[src/rtl/crossing_controller.sv]
// Timed traffic-light sequencer with a pedestrian request latch.
// Cycle: RED -> RED_AMBER -> GREEN -> AMBER -> RED. Each phase ends after its
// dwell count, except GREEN, which ends only on a latched request once the
// minimum green time has elapsed. Every output is driven from a register.
module crossing_controller #(
  parameter int CNT_W     = 8,
  parameter int RED_CYC   = 8,
  parameter int RA_CYC    = 2,
  parameter int GREEN_MIN = 6,
  parameter int AMBER_CYC = 2
) (
  input  logic       clk,
  input  logic       rst,
  input  logic       en,
  input  logic       button,
  output logic [2:0] lights,
  output logic       walk,
  output logic       wait_led
);

  typedef enum logic [1:0] {
    ST_RED       = 2'd0,
    ST_RED_AMBER = 2'd1,
    ST_GREEN     = 2'd2,
    ST_AMBER     = 2'd3
  } state_t;

  // Final count value of each phase. The counter is CNT_W bits wide, so a
  // dwell of 2^CNT_W cycles still has its last value inside the counter range.
  localparam logic [CNT_W-1:0] RED_LAST   = CNT_W'(RED_CYC - 1);
  localparam logic [CNT_W-1:0] RA_LAST    = CNT_W'(RA_CYC - 1);
  localparam logic [CNT_W-1:0] GREEN_LAST = CNT_W'(GREEN_MIN - 1);
  localparam logic [CNT_W-1:0] AMBER_LAST = CNT_W'(AMBER_CYC - 1);

  // Lamp word {red, amber, green} for each state.
  function automatic logic [2:0] lights_of(input state_t st);
    logic [2:0] word;
    case (st)
      ST_RED:       word = 3'b100;
      ST_RED_AMBER: word = 3'b110;
      ST_GREEN:     word = 3'b001;
      ST_AMBER:     word = 3'b010;
      default:      word = 3'b100;
    endcase
    return word;
  endfunction

  state_t           state_q, state_d;
  logic [CNT_W-1:0] cnt_q, cnt_d;
  logic             req_q, req_d;
  logic             walk_q, walk_d;
  logic [2:0]       lights_q, lights_d;
  logic             last_s;
  state_t           next_st_s;
  logic             adv_s;

  // Decide whether the current phase is finished, and name its successor.
  always_comb begin
    last_s    = 1'b0;
    next_st_s = ST_RED;
    case (state_q)
      ST_RED: begin
        last_s    = (cnt_q == RED_LAST);
        next_st_s = ST_RED_AMBER;
      end
      ST_RED_AMBER: begin
        last_s    = (cnt_q == RA_LAST);
        next_st_s = ST_GREEN;
      end
      ST_GREEN: begin
        last_s    = req_q && (cnt_q >= GREEN_LAST);
        next_st_s = ST_AMBER;
      end
      ST_AMBER: begin
        last_s    = (cnt_q == AMBER_LAST);
        next_st_s = ST_RED;
      end
      default: begin
        last_s    = 1'b1;
        next_st_s = ST_RED;
      end
    endcase
  end

  // Next-state values for the phase, the counter, the request latch and the lamps.
  always_comb begin
    adv_s   = en && last_s;
    state_d = state_q;
    cnt_d   = cnt_q;
    if (adv_s) begin
      state_d = next_st_s;
      cnt_d   = '0;
    end else if (en) begin
      // GREEN parks its counter at the minimum so an arbitrarily long wait
      // for a request never wraps the counter.
      if (state_q == ST_GREEN && cnt_q >= GREEN_LAST) begin
        cnt_d = GREEN_LAST;
      end else begin
        cnt_d = cnt_q + {{(CNT_W-1){1'b0}}, 1'b1};
      end
    end else begin
      state_d = state_q;
      cnt_d   = cnt_q;
    end

    // Entering RED serves the request, and the clear overrides a button
    // press in that same cycle. A press during RED is ignored because the
    // walk is already in progress.
    if (adv_s && state_q == ST_AMBER) begin
      req_d = 1'b0;
    end else if (button && state_q != ST_RED) begin
      req_d = 1'b1;
    end else begin
      req_d = req_q;
    end

    // Walk lamp is lit only for a RED entered from AMBER, so the all-red
    // RED that follows reset shows walk=0.
    if (adv_s && state_q == ST_AMBER) begin
      walk_d = 1'b1;
    end else if (adv_s && state_q == ST_RED) begin
      walk_d = 1'b0;
    end else begin
      walk_d = walk_q;
    end

    lights_d = lights_of(state_d);
  end

  // Sequencer state and registered outputs; reset forces the all-red safe state.
  always_ff @(posedge clk or posedge rst) begin
    if (rst) begin
      state_q  <= ST_RED;
      cnt_q    <= '0;
      req_q    <= 1'b0;
      walk_q   <= 1'b0;
      lights_q <= 3'b100;
    end else begin
      state_q  <= state_d;
      cnt_q    <= cnt_d;
      req_q    <= req_d;
      walk_q   <= walk_d;
      lights_q <= lights_d;
    end
  end

  assign lights   = lights_q;
  assign walk     = walk_q;
  assign wait_led = req_q;

endmodule
[config.mk]
export PLATFORM = sky130hd
export DESIGN_NAME = crossing_controller
export DESIGN_NICKNAME = d
export VERILOG_FILES = /design/src/rtl/crossing_controller.sv
export SDC_FILE = /design/constraint.sdc
export NUM_CORES = 1
export LEC_CHECK = 0
export ABC_AREA = 1
export CAP_MARGIN = 25
export CORE_MARGIN = 1.5
export CORE_UTILIZATION = 54
export DETAILED_ROUTE_END_ITERATION = 7
export PLACE_DENSITY = 0.86
export RECOVER_POWER = 50
export SYNTH_ARGS = -nofsm -noshare
export SYNTH_HDL_FRONTEND = slang
export SYNTH_SLANG_ARGS = --single-unit
[constraint.sdc]
create_clock -name clk -period 2.1 [get_ports clk]
set_clock_uncertainty 0.1 [all_clocks]
set_input_delay 0.63 -clock clk [delete_from_list [all_inputs] [get_ports clk]]
set_output_delay 0.63 -clock clk [all_outputs]
set_load 0.1 [all_outputs]
==> results of run 1 <==
-- registers in the layout, summed over array words and instances, names as in the netlist --
signal / flops
state_q: 1
lights: 3
cnt_q: 8
wait_led: 1
walk: 1
-- cell usage in the layout (no fill, tap or decap), drive strengths merged --
master         count
nand4              1
ha                 7
buf                6
a21oi              1
o21ai              5
dlygate4sd3        1
nor2              11
o22ai              6
nor3               2
clkdlybuf4s50      2
nand2             17
clkbuf             5
dfstp              1
nand3             10
nand3b             1
dfrtp             13
inv               20
xor2               5
-- metrics by stage --
step / setup slack (ns) / instances / cell area [um2] / utilization [%]
finish: 0.241 / 130 / 1020 / 68.7
global route: 0.0841 / 130 / 1020 / 68.7
detailed placement: 0.282 / 126 / 1000 / 67.2
global placement: 0.346 / 126 / 1000 / 67.2
floorplan: 0.415 / 102 / 847 / -
CTS: 0.260 / 130 / 1040 / 69.7
-- worst max-delay path by stage --
stage                           endpoint  cells after the start  slack (ns)                  from
finish              cnt_q[1]$_DFFE_PP0P_                     10        0.24   lights[1]$_DFF_PP0_
global route        cnt_q[1]$_DFFE_PP0P_                     10        0.08   lights[1]$_DFF_PP0_
CTS                 cnt_q[1]$_DFFE_PP0P_                     10        0.26   lights[1]$_DFF_PP0_
detailed placement  cnt_q[2]$_DFFE_PP0P_                      5        0.28                    en
global placement    cnt_q[2]$_DFFE_PP0P_                      5        0.35                    en
floorplan               walk$_DFFE_PP0P_                      5        0.41  wait_led$_DFFE_PP0P_
-- Yosys cell counts (all sizes together) --
| cell type | number | area share [%] |
|---|---|---|
| nand3b | 1 | 0.89 |
| nand2 | 17 | 9.9 |
| nor2 | 11 | 5.2 |
| ha | 7 | 10 |
| dfrtp | 13 | 38 |
| clkbuf | 1 | 0.44 |
| dfstp | 1 | 3.1 |
| nor3 | 2 | 1.2 |
| xor2 | 5 | 5.2 |
| inv | 20 | 8.9 |
| a21oi | 1 | 1.0 |
| nand4 | 1 | 0.74 |
| nand3 | 10 | 6.5 |
| buf | 1 | 0.89 |
| o21ai | 5 | 3.0 |
| o22ai | 6 | 4.4 |
-- final cells by class --
cell class	count	area, um2
Clock buffer	4	36.3
Fill cell	122	467
Inverter	20	75.1
Multi-Input combinational cell	66	409
Sequential cell	14	352
Tap cell	16	20.0
Timing Repair Buffer	10	130
-- kinds of logic (layout without fill, tap and decap cells) --
kind of cell / after synthesis / in the layout / synth area share [%]
and+or+nand+nor: 42 / 42 / 24.4
buffers and inverters: 22 / 34 / 10.2
DFF: 14 / 14 / 41.5
AOI/OAI and AO/OA: 12 / 12 / 8.42
adders and majority gates: 7 / 7 / 10.3
xor gates and xnor gates: 5 / 5 / 5.17
-- worst max-delay path, cell delays in order, from the launching register on --
cell,delay [ns]
dfrtp_1,0.49
inv_1,0.11
ha_1,0.24
inv_1,0.09
nand2_1,0.07
a21oi_2,0.13
nand3_2,0.11
nand3_1,0.18
inv_1,0.09
nand2_1,0.06
o21ai_0,0.08
-- per-layer routing --
| layer | up-vias | global-route usage [%] | wire (um) |
|---|---|---|---|
| met1 | 330 | 26.7 | 709 |
| met2 | 26 | 38.8 | 863 |
| li1 | 346 | - | - |
| met4 | 0 | 12.5 | 53 |
| met5 | - | 0 | 0 |
| met3 | 6 | 3.45 | 70 |
==> impl_metrics.py, run 1 <==
metrics = {
    "status": {
        "status": "completed",
    },
    "clocking": {
        "cts_buffers": 3,
        "cts_root_buffer": "clkbuf_4",
        "h-tree-depth": 1,
        "clock_latency_ns": 0.28,
        "postCtsHoldBufs": 0,
        "cts_setup_buffers": 0,
        "cts.sinks": 14,
        "cts_tree": "yes",
        "clk_pin_slew_worst_paths_ns": 0.09,
        "clock_path_buffers": 2,
        "cts-resized-gates": 0,
    },
    "synthesis": {
        "netlist_area_um2": 847,
        "synth-seq-area-share_pct": 41.5,
        "ys_warn_count": 0,
        "syn_avg_cell_area_um2": 8.30,
        "synth_cells": 102,
        "synth_nets": 113,
        "ys_types": 21,
        "synth_seq_cells": 14,
    },
    "setup_path": {
        "cp-start-kind": "register",
        "rr_endpoint": "cnt_q[1]$_DFFE_PP0P_",
        "path_max_fanout": 5,
        "critPathRequiredTime_ns": 2.17,
        "crit_arrival_ns": 1.92,
        "crit_type": "register to register",
        "reg2reg_from": "lights[1]$_DFF_PP0_",
        "r2r_slack_ns": 0.24,
        "worst_r2r_path_depth": 10,
        "end_kind": "register",
    },
    "floorplanning": {
        "core_mm2": 0.00149,
        "dieHeight_um": 42.6,
        "initial_utilization_pct": 56.9,
        "ios": 9,
        "rows": 14,
        "die_area_mm2": 0.00182,
        "die_w_um": 42.6,
    },
    "detailed_routing": {
        "first_iter_violations": 28,
        "drcViolationCount": 0,
        "totalWireLength_mm": 1.70,
        "post_drt_wl_per_cell_um": 13.0,
        "via_per_inst": 5.45,
        "vias": 708,
        "antenna_left": 0,
        "first_pass_iters": 4,
    },
    "global_route": {
        "grt_pass1_vias": 752,
        "grt_max_degree": 15,
        "grt_pass1_wl_mm": 3.09,
        "overflow": 0,
        "grt_use_total_pct": 22.6,
        "antenna_found_initial": 0,
    },
    "sta": {
        "hold_ws_ns": 0.455,
        "finalHoldViolations": 0,
        "slew-limit-headroom_pct": 64.1,
        "max_slew.worst_pin.slew_ns": 0.538,
        "fin_setup_tns_ns": 0,
        "maxSlewViolCount": 0,
        "rsz0062_at_grt": "no",
        "setup_viol": 0,
        "min_period_over_period_pct": 88.5,
        "fmax_ghz": 0.538,
        "min_period_ns": 1.86,
    },
    "run": {
        "drv_cap": 0,
    },
    "place": {
        "place_hpwl_mm": 1.38,
        "gp_congestion": 0.944,
        "portBuffers": 8,
    },
    "min_path": {
        "hold_class": "register to register",
        "whs_path_depth": 2,
        "min_from": "walk$_DFFE_PP0P_",
        "hold_end": "walk$_DFFE_PP0P_",
    },
    "layout": {
        "area.growth.synth_to_final_pct": 20.7,
        "drive_gt1_share_pct": 18.4,
        "diodes": 0,
        "nNetsFinal": 126,
    },
}
Power of run 1 is not shown: default switching activity piles up to over one toggle a cycle in this logic, so the estimate is an artifact.
==> run 2, diff against run 1 <==
--- a/config.mk
+++ b/config.mk
@@ -11,2 +11,3 @@
 export CORE_UTILIZATION = 54
+export CTS_CLUSTER_SIZE = 14
 export DETAILED_ROUTE_END_ITERATION = 7
@@ -14,2 +15,3 @@
 export RECOVER_POWER = 50
+export REMOVE_ABC_BUFFERS = 1
 export SYNTH_ARGS = -nofsm -noshare
==> constraint.sdc (replaced) <==
create_clock -name clk -period 2.1 [get_ports clk]
set_clock_uncertainty 0.1 [all_clocks]
set_input_delay 0.525 -clock clk [delete_from_list [all_inputs] [get_ports clk]]
set_output_delay 0.525 -clock clk [all_outputs]
set_load 0.1 [all_outputs]
==> run 2 against run 1 <==
Against the previous run: sequential share of layout area grew 0.77 points; setup slack gained 0.0059 ns; flip-flop and latch count unchanged; non-clock buffer count decreased by 1; register-to-register slack about the same; design area is 2.2% lower; first-iteration DRC count decreased by 79%; count of clock-buffer cells in the layout is the same; global-route usage increased by 0.57 points; hold slack lost 0.057 ns.
==> impl_metrics.py, run 2 (synthesized netlist as in run 1, its figures left out) <==
metrics = {
    "clocking": {
        "cts_setup_buffers": 0,
        "cts_buffers": 3,
        "postCtsHoldBufs": 0,
        "clock_path_buffers": 2,
        "h-tree-depth": 1,
        "cts-resized-gates": 0,
        "cts.sinks": 14,
        "clk_pin_slew_worst_paths_ns": 0.09,
        "cts_root_buffer": "clkbuf_4",
        "clock_latency_ns": 0.28,
        "cts_tree": "yes",
    },
    "place": {
        "place_hpwl_mm": 1.32,
        "portBuffers": 8,
        "gp_congestion": 0.829,
    },
    "global_route": {
        "grt_max_degree": 15,
        "grt_pass1_wl_mm": 3.08,
        "grt_pass1_vias": 709,
        "overflow": 0,
        "antenna_found_initial": 0,
        "grt_use_total_pct": 23.2,
    },
    "sta": {
        "maxSlewViolCount": 0,
        "min_period_ns": 1.85,
        "rsz0062_at_grt": "no",
        "min_period_over_period_pct": 88.2,
        "setup_viol": 0,
        "fmax_ghz": 0.540,
        "slew-limit-headroom_pct": 63.7,
        "finalHoldViolations": 0,
        "fin_setup_tns_ns": 0,
        "max_slew.worst_pin.slew_ns": 0.544,
    },
    "detailed_routing": {
        "drcViolationCount": 0,
        "antenna_left": 0,
        "totalWireLength_mm": 1.70,
        "first_iter_violations": 6,
        "via_per_inst": 5.37,
        "vias": 693,
        "post_drt_wl_per_cell_um": 13.2,
        "first_pass_iters": 4,
    },
    "setup_path": {
        "path_delay_family": "flip-flops",
        "crit_arrival_ns": 1.92,
        "critPathRequiredTime_ns": 2.16,
        "cpPeakStageDelay_ns": 0.49,
        "cp-start-kind": "register",
        "reg2reg_from": "lights[1]$_DFF_PP0_",
        "path_cells": "inv_1 -> ha_1 -> inv_1 -> nand2_1 -> a21oi_2 -> nand3_2 -> nand3_1 -> inv_1 -> nand3_1 -> o21ai_0",
        "crit_type": "register to register",
        "slowest_stage": "dfrtp_1",
        "cp_common_cell": "inv_1",
        "path_max_fanout": 5,
        "path_buf_inv": 3,
        "end_kind": "register",
        "startpoint": "lights[1]$_DFF_PP0_",
    },
    "floorplanning": {
        "ios": 9,
        "dieHeight_um": 42.6,
        "die_w_um": 42.6,
        "die_area_mm2": 0.00182,
        "rows": 14,
        "initial_utilization_pct": 56.9,
        "core_mm2": 0.00149,
    },
    "layout": {
        "nNetsFinal": 125,
        "diodes": 0,
        "final.fill_count": 121,
        "largest-register": "cnt_q",
        "largest_register_ffs": 8,
        "final_cell_mix": "inv_1, dfrtp_1, nand2_1, nor2_1, nand3_1",
        "final_common_cell": "inv_1",
        "area.growth.synth_to_final_pct": 18.0,
        "drive_gt1_share_pct": 17.7,
    },
    "status": {
        "status": "completed",
    },
    "run": {
        "drv_cap": 0,
    },
    "min_path": {
        "hold_class": "register to register",
        "min_from": "walk$_DFFE_PP0P_",
    },
}
## run 2: changes by cell type in the layout (fill, tap and decap cells not counted)
cell      change
buf_12        -1
buf_4         -1
clkbuf_2      +1
## run 2: layout make-up
cell class | instances | area [um2] | area share (%)
clock buffer | 4 | 36.3 | 3.63
inverter | 20 | 75.1 | 7.51
multi-input combinational | 66 | 409 | 40.9
sequential | 14 | 352 | 35.2
tap | 16 | 20.0 | 2.00
timing repair buffer | 9 | 108 | 10.8
## run 2: worst paths after layout
path	depth (start not counted)	slack (ns)	end
min in group asynchronous	2	0.61	cnt_q[3]$_DFFE_PP0P_
min reg2reg	2	0.40	walk$_DFFE_PP0P_
min	2	0.40	walk$_DFFE_PP0P_
max	10	0.25	cnt_q[7]$_DFFE_PP0P_
max reg2reg	10	0.25	cnt_q[7]$_DFFE_PP0P_
max in group asynchronous	2	0.92	lights[2]$_DFF_PP1_
## run 2: metrics by stage
step | cell area (um2) | hold slack, ns | setup WS [ns] | std cells | util, %
global placement | 981 | 0.438 | 0.257 | 125 | 65.9
CTS | 1020 | 0.470 | 0.218 | 129 | 68.3
floorplan | 836 | 0.314 | -0.157 | 100 | -
detailed placement | 981 | 0.437 | 0.201 | 125 | 65.9
finish | 1000 | 0.398 | 0.247 | 129 | 67.1
global route | 1000 | 0.450 | 0.0737 | 129 | 67.1
## run 2: metal layers
layer / up-vias / wire length, um / global-route usage [%]
met5: - / 0 / 0
met4: 0 / 25 / 3.75
met3: 4 / 63 / 7.76
met2: 14 / 884 / 41.2
met1: 330 / 726 / 27.4
li1: 345 / - / -
## run 2: worst register-to-register path, cell delays in order (launching register included)
cell	delay, ns
dfrtp_1	0.49
inv_1	0.10
ha_1	0.24
inv_1	0.08
nand2_1	0.07
a21oi_2	0.12
nand3_2	0.10
nand3_1	0.16
inv_1	0.09
nand3_1	0.09
o21ai_0	0.09
Power of run 2 is left out for the same reason.
==> run 3, diff against run 2 <==
GPL_ROUTABILITY_DRIVEN = 0   (was default)
==> results of run 3 <==
Same layout as run 2: the final DEF is identical, and so are final timing and power.
Power of run 3 is left out for the same reason.
